$ cat src/rtl/nubus_pkg.sv
// nubus_pkg: shared sequencer state codes, START transfer-mode encodings and ACK status codes.
// TM values are active-high; the bus carries their complement.
package nubus_pkg;

  typedef logic [2:0] state_t;

  localparam state_t ST_IDLE  = 3'd0;
  localparam state_t ST_FAIR  = 3'd1;
  localparam state_t ST_ARB   = 3'd2;
  localparam state_t ST_OWN   = 3'd3;
  localparam state_t ST_START = 3'd4;
  localparam state_t ST_DATA  = 3'd5;

  // Transfer mode presented with START
  localparam logic [1:0] TM_WRITE_WORD = 2'b00;
  localparam logic [1:0] TM_READ_WORD  = 2'b01;
  localparam logic [1:0] TM_WRITE_BYTE = 2'b10;
  localparam logic [1:0] TM_READ_BYTE  = 2'b11;

  // Completion status returned with ACK
  localparam logic [1:0] TM_OK    = 2'b00;
  localparam logic [1:0] TM_ERR   = 2'b01;
  localparam logic [1:0] TM_TMO   = 2'b10;
  localparam logic [1:0] TM_RETRY = 2'b11;

endpackage

$ cat src/rtl/nubus_master_seq_if.sv
// nubus_master_seq_if: bridge request/completion handshake, transceiver-stage controls and sensed bus lines.
// master = sequencer view, slave = bridge/transceiver view.
interface nubus_master_seq_if;
  logic       req_valid;
  logic       req_ready;
  logic [1:0] req_tm;
  logic       done_valid;
  logic [1:0] done_tm;
  logic       done_timeout;
  logic       grant;
  logic       rqst_bus_n;
  logic       start_bus_n;
  logic       ack_bus_n;
  logic [1:0] tm_bus_n;
  logic       rqst_n;
  logic       rqst_oe_n;
  logic       arbcy_n;
  logic       nubus_master_dir;
  logic       start_n;
  logic [1:0] tm_n;
  logic       ad_oe_n;

  modport master (
    input  req_valid, req_tm, grant, rqst_bus_n, start_bus_n, ack_bus_n, tm_bus_n,
    output req_ready, done_valid, done_tm, done_timeout,
    output rqst_n, rqst_oe_n, arbcy_n, nubus_master_dir, start_n, tm_n, ad_oe_n
  );

  modport slave (
    output req_valid, req_tm, grant, rqst_bus_n, start_bus_n, ack_bus_n, tm_bus_n,
    input  req_ready, done_valid, done_tm, done_timeout,
    input  rqst_n, rqst_oe_n, arbcy_n, nubus_master_dir, start_n, tm_n, ad_oe_n
  );
endinterface

$ cat src/rtl/nubus_busy_tracker.sv
// nubus_busy_tracker: bus-busy flag, set by a sensed START and cleared by a sensed ACK.
// Registered, one clock behind the bus lines; START+ACK together (attention cycle) leaves it clear.
module nubus_busy_tracker (
  input  logic nubus_clk,
  input  logic nubus_rst,
  input  logic start_bus_n,
  input  logic ack_bus_n,
  output logic busy
);

  always_ff @(posedge nubus_clk) begin
    if (nubus_rst) begin
      busy <= 1'b0;
    end else if (!start_bus_n && !ack_bus_n) begin
      busy <= 1'b0;
    end else if (!start_bus_n) begin
      busy <= 1'b1;
    end else if (!ack_bus_n) begin
      busy <= 1'b0;
    end
  end

endmodule

$ cat src/rtl/nubus_master_seq.sv
// nubus_master_seq: NuBus master cycle sequencer - fairness, arbitration, START, then ACK or timeout.
// All outputs registered; ACK timeout exists only when NUBUS_MASTER_TIMEOUT_EN is defined.
module nubus_master_seq
  import nubus_pkg::*;
#(
  parameter int ARB_SETTLE = 2,
  parameter int TIMEOUT    = 255
) (
  input  logic               nubus_clk,
  input  logic               nubus_rst,
  nubus_master_seq_if.master bus
);

  localparam int ACW = $clog2(ARB_SETTLE + 1);

  state_t         state_q;
  state_t         state_nxt;
  logic [ACW-1:0] arb_cnt;
  logic [1:0]     tm_q;
  logic           busy;
  logic           accept;
  logic           arb_done;
  logic           ack_seen;
  logic           tmo_hit;
  logic           done_evt;
  logic           hold_rqst;
  logic           drive_ad;

  nubus_busy_tracker u_busy (
    .nubus_clk   (nubus_clk),
    .nubus_rst   (nubus_rst),
    .start_bus_n (bus.start_bus_n),
    .ack_bus_n   (bus.ack_bus_n),
    .busy        (busy)
  );

  assign accept   = (state_q == ST_IDLE) && bus.req_valid;
  assign arb_done = (arb_cnt == ACW'(ARB_SETTLE - 1));
  assign ack_seen = (state_q == ST_DATA) && !bus.ack_bus_n;

`ifdef NUBUS_MASTER_TIMEOUT_EN
  localparam int TCW = $clog2(TIMEOUT + 1);
  logic [TCW-1:0] tmo_cnt;

  // Zero in the first DATA clock; the edge that would take it to TIMEOUT fires.
  always_ff @(posedge nubus_clk) begin
    if (nubus_rst || state_q != ST_DATA) begin
      tmo_cnt <= '0;
    end else begin
      tmo_cnt <= tmo_cnt + 1'b1;
    end
  end

  assign tmo_hit = (state_q == ST_DATA) && bus.ack_bus_n && (tmo_cnt == TCW'(TIMEOUT - 1));
`else
  assign tmo_hit = 1'b0;
`endif

  assign done_evt = ack_seen || tmo_hit;

  always_comb begin
    state_nxt = state_q;
    case (state_q)
      ST_IDLE: begin
        if (bus.req_valid) state_nxt = bus.rqst_bus_n ? ST_ARB : ST_FAIR;
      end
      ST_FAIR: begin
        if (bus.rqst_bus_n) state_nxt = ST_ARB;
      end
      ST_ARB: begin
        if (arb_done && bus.grant) state_nxt = ST_OWN;
      end
      ST_OWN: begin
        if (!bus.grant) state_nxt = ST_ARB;
        else if (!busy) state_nxt = ST_START;
      end
      ST_START: state_nxt = ST_DATA;
      ST_DATA: begin
        if (done_evt) state_nxt = ST_IDLE;
      end
      default: state_nxt = ST_IDLE;
    endcase
  end

  // Settle counter restarts on every entry to ARB, then holds so grant is re-sampled each clock.
  always_ff @(posedge nubus_clk) begin
    if (nubus_rst || state_q != ST_ARB) begin
      arb_cnt <= '0;
    end else if (!arb_done) begin
      arb_cnt <= arb_cnt + 1'b1;
    end
  end

  // Outputs are decoded from the next state so they line up with the registered state.
  assign hold_rqst = (state_nxt == ST_ARB) || (state_nxt == ST_OWN);
  assign drive_ad  = (state_nxt == ST_START) || (state_nxt == ST_DATA);

  always_ff @(posedge nubus_clk) begin
    if (nubus_rst) begin
      state_q              <= ST_IDLE;
      tm_q                 <= '0;
      bus.req_ready        <= 1'b0;
      bus.done_valid       <= 1'b0;
      bus.done_tm          <= '0;
      bus.done_timeout     <= 1'b0;
      bus.rqst_n           <= 1'b1;
      bus.rqst_oe_n        <= 1'b1;
      bus.arbcy_n          <= 1'b1;
      bus.nubus_master_dir <= 1'b0;
      bus.start_n          <= 1'b1;
      bus.tm_n             <= 2'b11;
      bus.ad_oe_n          <= 1'b1;
    end else begin
      state_q <= state_nxt;
      if (accept) tm_q <= bus.req_tm;
      bus.req_ready        <= accept;
      bus.done_valid       <= done_evt;
      bus.done_tm          <= ack_seen ? ~bus.tm_bus_n : TM_OK;
      bus.done_timeout     <= tmo_hit;
      bus.rqst_n           <= !hold_rqst;
      bus.rqst_oe_n        <= !hold_rqst;
      bus.arbcy_n          <= !hold_rqst;
      bus.nubus_master_dir <= drive_ad;
      bus.start_n          <= (state_nxt != ST_START);
      bus.tm_n             <= (state_nxt == ST_START) ? ~tm_q : 2'b11;
      bus.ad_oe_n          <= !drive_ad;
    end
  end

endmodule

$ cat src/flat_wrapper.sv
// flat-port wrapper written by rule: the top's interface ports become plain ports
module nubus_master_seq_flat import nubus_pkg::*;
#(
  parameter int ARB_SETTLE = 2,
  parameter int TIMEOUT    = 255
)
  (nubus_clk, nubus_rst, bus_req_valid, bus_req_tm, bus_grant, bus_rqst_bus_n, bus_start_bus_n, bus_ack_bus_n, bus_tm_bus_n, bus_req_ready, bus_done_valid, bus_done_tm, bus_done_timeout, bus_rqst_n, bus_rqst_oe_n, bus_arbcy_n, bus_nubus_master_dir, bus_start_n, bus_tm_n, bus_ad_oe_n);
  nubus_master_seq_if bus_i ();
  input  logic nubus_clk;
  input  logic nubus_rst;
  input wire logic [$bits(bus_i.req_valid)-1:0] bus_req_valid;
  input wire logic [$bits(bus_i.req_tm)-1:0] bus_req_tm;
  input wire logic [$bits(bus_i.grant)-1:0] bus_grant;
  input wire logic [$bits(bus_i.rqst_bus_n)-1:0] bus_rqst_bus_n;
  input wire logic [$bits(bus_i.start_bus_n)-1:0] bus_start_bus_n;
  input wire logic [$bits(bus_i.ack_bus_n)-1:0] bus_ack_bus_n;
  input wire logic [$bits(bus_i.tm_bus_n)-1:0] bus_tm_bus_n;
  output wire logic [$bits(bus_i.req_ready)-1:0] bus_req_ready;
  output wire logic [$bits(bus_i.done_valid)-1:0] bus_done_valid;
  output wire logic [$bits(bus_i.done_tm)-1:0] bus_done_tm;
  output wire logic [$bits(bus_i.done_timeout)-1:0] bus_done_timeout;
  output wire logic [$bits(bus_i.rqst_n)-1:0] bus_rqst_n;
  output wire logic [$bits(bus_i.rqst_oe_n)-1:0] bus_rqst_oe_n;
  output wire logic [$bits(bus_i.arbcy_n)-1:0] bus_arbcy_n;
  output wire logic [$bits(bus_i.nubus_master_dir)-1:0] bus_nubus_master_dir;
  output wire logic [$bits(bus_i.start_n)-1:0] bus_start_n;
  output wire logic [$bits(bus_i.tm_n)-1:0] bus_tm_n;
  output wire logic [$bits(bus_i.ad_oe_n)-1:0] bus_ad_oe_n;
  assign bus_i.req_valid = bus_req_valid;
  assign bus_i.req_tm = bus_req_tm;
  assign bus_i.grant = bus_grant;
  assign bus_i.rqst_bus_n = bus_rqst_bus_n;
  assign bus_i.start_bus_n = bus_start_bus_n;
  assign bus_i.ack_bus_n = bus_ack_bus_n;
  assign bus_i.tm_bus_n = bus_tm_bus_n;
  assign bus_req_ready = bus_i.req_ready;
  assign bus_done_valid = bus_i.done_valid;
  assign bus_done_tm = bus_i.done_tm;
  assign bus_done_timeout = bus_i.done_timeout;
  assign bus_rqst_n = bus_i.rqst_n;
  assign bus_rqst_oe_n = bus_i.rqst_oe_n;
  assign bus_arbcy_n = bus_i.arbcy_n;
  assign bus_nubus_master_dir = bus_i.nubus_master_dir;
  assign bus_start_n = bus_i.start_n;
  assign bus_tm_n = bus_i.tm_n;
  assign bus_ad_oe_n = bus_i.ad_oe_n;
  nubus_master_seq #(.ARB_SETTLE(ARB_SETTLE), .TIMEOUT(TIMEOUT)) u_core (.nubus_clk(nubus_clk), .nubus_rst(nubus_rst), .bus(bus_i));
endmodule
$ cat config.mk
export PLATFORM = sky130hd
export DESIGN_NAME = nubus_master_seq_flat
export DESIGN_NICKNAME = d
export VERILOG_FILES = /design/src/rtl/nubus_pkg.sv /design/src/rtl/nubus_master_seq_if.sv /design/src/rtl/nubus_busy_tracker.sv /design/src/rtl/nubus_master_seq.sv /design/src/flat_wrapper.sv
export SDC_FILE = /design/constraint.sdc
export NUM_CORES = 1
export LEC_CHECK = 0
export ABC_AREA = 1
export CAP_MARGIN = 30
export CORE_UTILIZATION = 35
export CTS_BUF_LIST = sky130_fd_sc_hd__clkbuf_4 sky130_fd_sc_hd__clkbuf_8
export DETAILED_ROUTE_END_ITERATION = 7
export PLACE_DENSITY = 0.75
export SLEW_MARGIN = 20
export SYNTH_ARGS = -nofsm -noshare
export SYNTH_HDL_FRONTEND = slang
export SYNTH_SLANG_ARGS = --single-unit
$ cat constraint.sdc
create_clock -name nubus_clk -period 1.4 [get_ports nubus_clk]
set_clock_uncertainty 0.15 [all_clocks]
set_input_delay 0.14 -clock nubus_clk [delete_from_list [all_inputs] [get_ports nubus_clk]]
set_output_delay 0.14 -clock nubus_clk [all_outputs]
set_load 0.005 [all_outputs]
==> results.md <==
- Post-synth top flop: dfxtp_1
- Initial antenna violation count: 0
- CP Capture Type: primary output
- Cell with the most instances after synthesis: nand2_1
- Drt total wl: 1290 microns
- Final min period: 1.29 ns
- List of most frequent post-synthesis cells: nand2_1 (19), dfxtp_1 (18), inv_1 (15), nor2_1 (8)
- Total track usage: 0.127
- CTS tree: built
- H-tree depth: 1
- Post-synth top area share: 0.505
- Hold WC Path Type: input pin to flip-flop
- Routability cong.: 0.804
- Post-DRT Antenna Nets: 0
- Grt total ovfl: 0
- Mapped Area: 713 sq um
- Setup tns final: 0 ns
- CP required: 1.11 ns
- Sequential Area: 362 sq um
- Hold Path End: u_core.bus.done_tm[1]$_SDFF_PP0_
- Die ar.: 2220 sq um
- Met1 WL: 606 microns
- Maximum VDD drop: 458 uV
- Sequential area share after synthesis: 0.505
- Reg-to-reg slack, setup: 0.15 ns
- Clock transition at the registers of the reported paths: 0.10 ns
- Synth warnings: 0
- Pre-antenna DRT Iters: 4
- Post-synthesis sequential element count: 18
- Share of cells above drive strength 1: 0.132
- Synth top area cells: dfxtp_1 (51%), nand2_1 (10%), inv_1 (7.9%), nor2_1 (4.2%), a21oi_1 (3.5%)
- Die Ht: 47.1 microns
- Hold Startpoint: bus_tm_bus_n[1]
- CTS Sinks: 18
- Setup WS pre-CTS: -0.0223 ns
- Startpoint Class: flip-flop
- IO Port Bufs: 22
- Leak: 0.000494 uW
- Total CTS buffers: 3
- Ys async rst share: 0
- Largest net degree at the start of global routing: 11
- Cell taking the most area after synthesis: dfxtp_1
- DP HPWL: 1010 microns
- Area Overhead vs Synth: 40.9%
- Max Cap Violations: 0
- PwrDens: 1010 nW/um^2
- I/O Pins: 24
- Clk root buf: clkbuf_4
- Routed len/inst: 9.26 microns
- DR vias: 597
- DRC: 0
- Skew-Pair Late Insertion Delay: 0.29 ns
- Met2 WL: 625 microns
- Setup-failing EPs final: 0
- Worst Path Arrival: 1.00 ns
- Synthesized instance count: 89
- FP Rows: 15
- Number of global-route vias before repair: 501
- CP Max Fanout: 2
- Mapped Nets: 101
- Unique masters post-synth: 22
- CTS Buffer Depth: 2
- Die X-Extent: 47.1 microns
- Via density: 4.29
- Pwr Total: 1010 uW
- Synthesized area per cell: 8.01 sq um
- Core area: 1820 sq um
- Initial Util: 0.392
- Reg-to-reg startpoint: u_core.state_q[0]$_SDFF_PP0_
- Worst R2R End: u_core.bus.ad_oe_n$_SDFF_PP1_
- Cell count of the worst reg-to-reg path: 4
- Fin. Hold Viols: 0
- Area of the multi-input gates: 265 sq um
- Max layer used: met3
- Met3 wire length: 55 microns
- Iteration-0 DRC Markers: 17
- Antenna cells: 0
- First-pass GRT wire length: 1990 microns
- Post-synth EDFFs: 0
- Filler cells: 170
- Slew Viols, Final: 0
- Final period util: 0.919
- Status: finished, final reports clean
- RSZ-0062 raised after global routing: false
- Setup WS post-layout: 0.114 ns
- Hold Path Depth: 2
- Final net count: 127
- Kind of critical path: flip-flop to primary output
- Max Freq: 0.778 GHz
-- worst max-delay path, stage by stage, from the launching register on --
cell and delay [ns]:
dfxtp_2 0.33, buf_4 0.12, dlygate4sd2_1 0.26
-- layer usage --
layer | global-route usage | vias up
li1 | - | 315
met1 | 0.174 | 265
met2 | 0.197 | 17
met3 | 0.0231 | 0
met4 | 0.0514 | 0
met5 | 0 | -
-- stage by stage --
| step | std cells | hold WS [ns] | utilization | instance area, sq um |
|---|---|---|---|---|
| after floorplan | 89 | 0.0624 | - | 713 |
| after global placement | 134 | 0.225 | 0.523 | 952 |
| after detailed placement | 134 | 0.225 | 0.523 | 952 |
| after CTS | 139 | 0.215 | 0.544 | 990 |
| after global routing | 139 | 0.236 | 0.552 | 1000 |
| final | 139 | 0.215 | 0.552 | 1000 |
-- layout make-up --
class / count / share of cell area
Timing Repair Buffer: 25 / 0.249
Multi-Input combinational cell: 51 / 0.264
Inverter: 16 / 0.0598
Sequential cell: 18 / 0.360
Clock buffer: 4 / 0.0361
Tap cell: 25 / 0.0311
-- kinds of logic (layout without fill, tap and decap cells) --
logic type	count (synthesis)	count (layout)	share of synthesized area
compound gates	9	9	0.0860
xor+xnor	1	1	0.0123
fa+ha+maj	1	1	0.0175
buf+inv	20	45	0.123
flops	18	18	0.505
other cells	1	1	0.00526
simple gates	39	39	0.251
-- registers in the layout (all words and copies together) (netlist names) --
register                     cells
u_core.state_q                   3
u_core.arb_cnt                   2
u_core.bus.done_tm               2
u_core.bus.tm_n                  2
u_core.tm_q                      2
u_core.bus.ad_oe_n               1
u_core.bus.done_valid            1
u_core.bus.nubus_master_dir      1
u_core.bus.req_ready             1
u_core.bus.rqst_n                1
u_core.bus.start_n               1
u_core.u_busy.busy               1
-- power by group --
part           switching [uW]  internal [uW]  total, uW
sequential               15.9            535        551
combinational            74.8           79.9        155
clock                     150            158        309
-- placed cells by master, fill, tap and decap left out, drive strengths merged --
master	synthesis	routed
nand2	20	20
dfxtp	18	18
inv	16	16
clkdlybuf4s50	0	10
nor2	10	10
dlymetal6s2s	0	6
dlygate4sd2	0	6
a21oi	6	6
nand3	6	6
clkbuf	0	4
buf	4	3
nor3	2	2
a211oi	1	1
or2	1	1
o21ai	1	1
xor2	1	1
o211ai	1	1
ha	1	1
conb	1	1
-- worst max path at each step --
| stage | startpoint | end |
|---|---|---|
| final | u_core.bus.rqst_n$_SDFF_PP1_ | bus_rqst_n |
| after global routing | u_core.arb_cnt[1]$_SDFFE_PP0P_ | u_core.state_q[0]$_SDFF_PP0_ |
| after CTS | u_core.bus.done_tm[1]$_SDFF_PP0_ | bus_done_tm[1] |
| after detailed placement | bus_grant | u_core.bus.ad_oe_n$_SDFF_PP1_ |
| after global placement | bus_grant | u_core.bus.ad_oe_n$_SDFF_PP1_ |
| after floorplan | u_core.state_q[0]$_SDFF_PP0_ | u_core.bus.ad_oe_n$_SDFF_PP1_ |
-- what timing repair did --
action,in CTS,in global routing
setup endpoints to repair,6,6
hold buffers,0,0
setup buffers,1,0
endpoints found under the hold margin,0,0
cloned,0,0
gates resized for setup,7,6
Note: power is estimated with default switching activity, not from simulation.
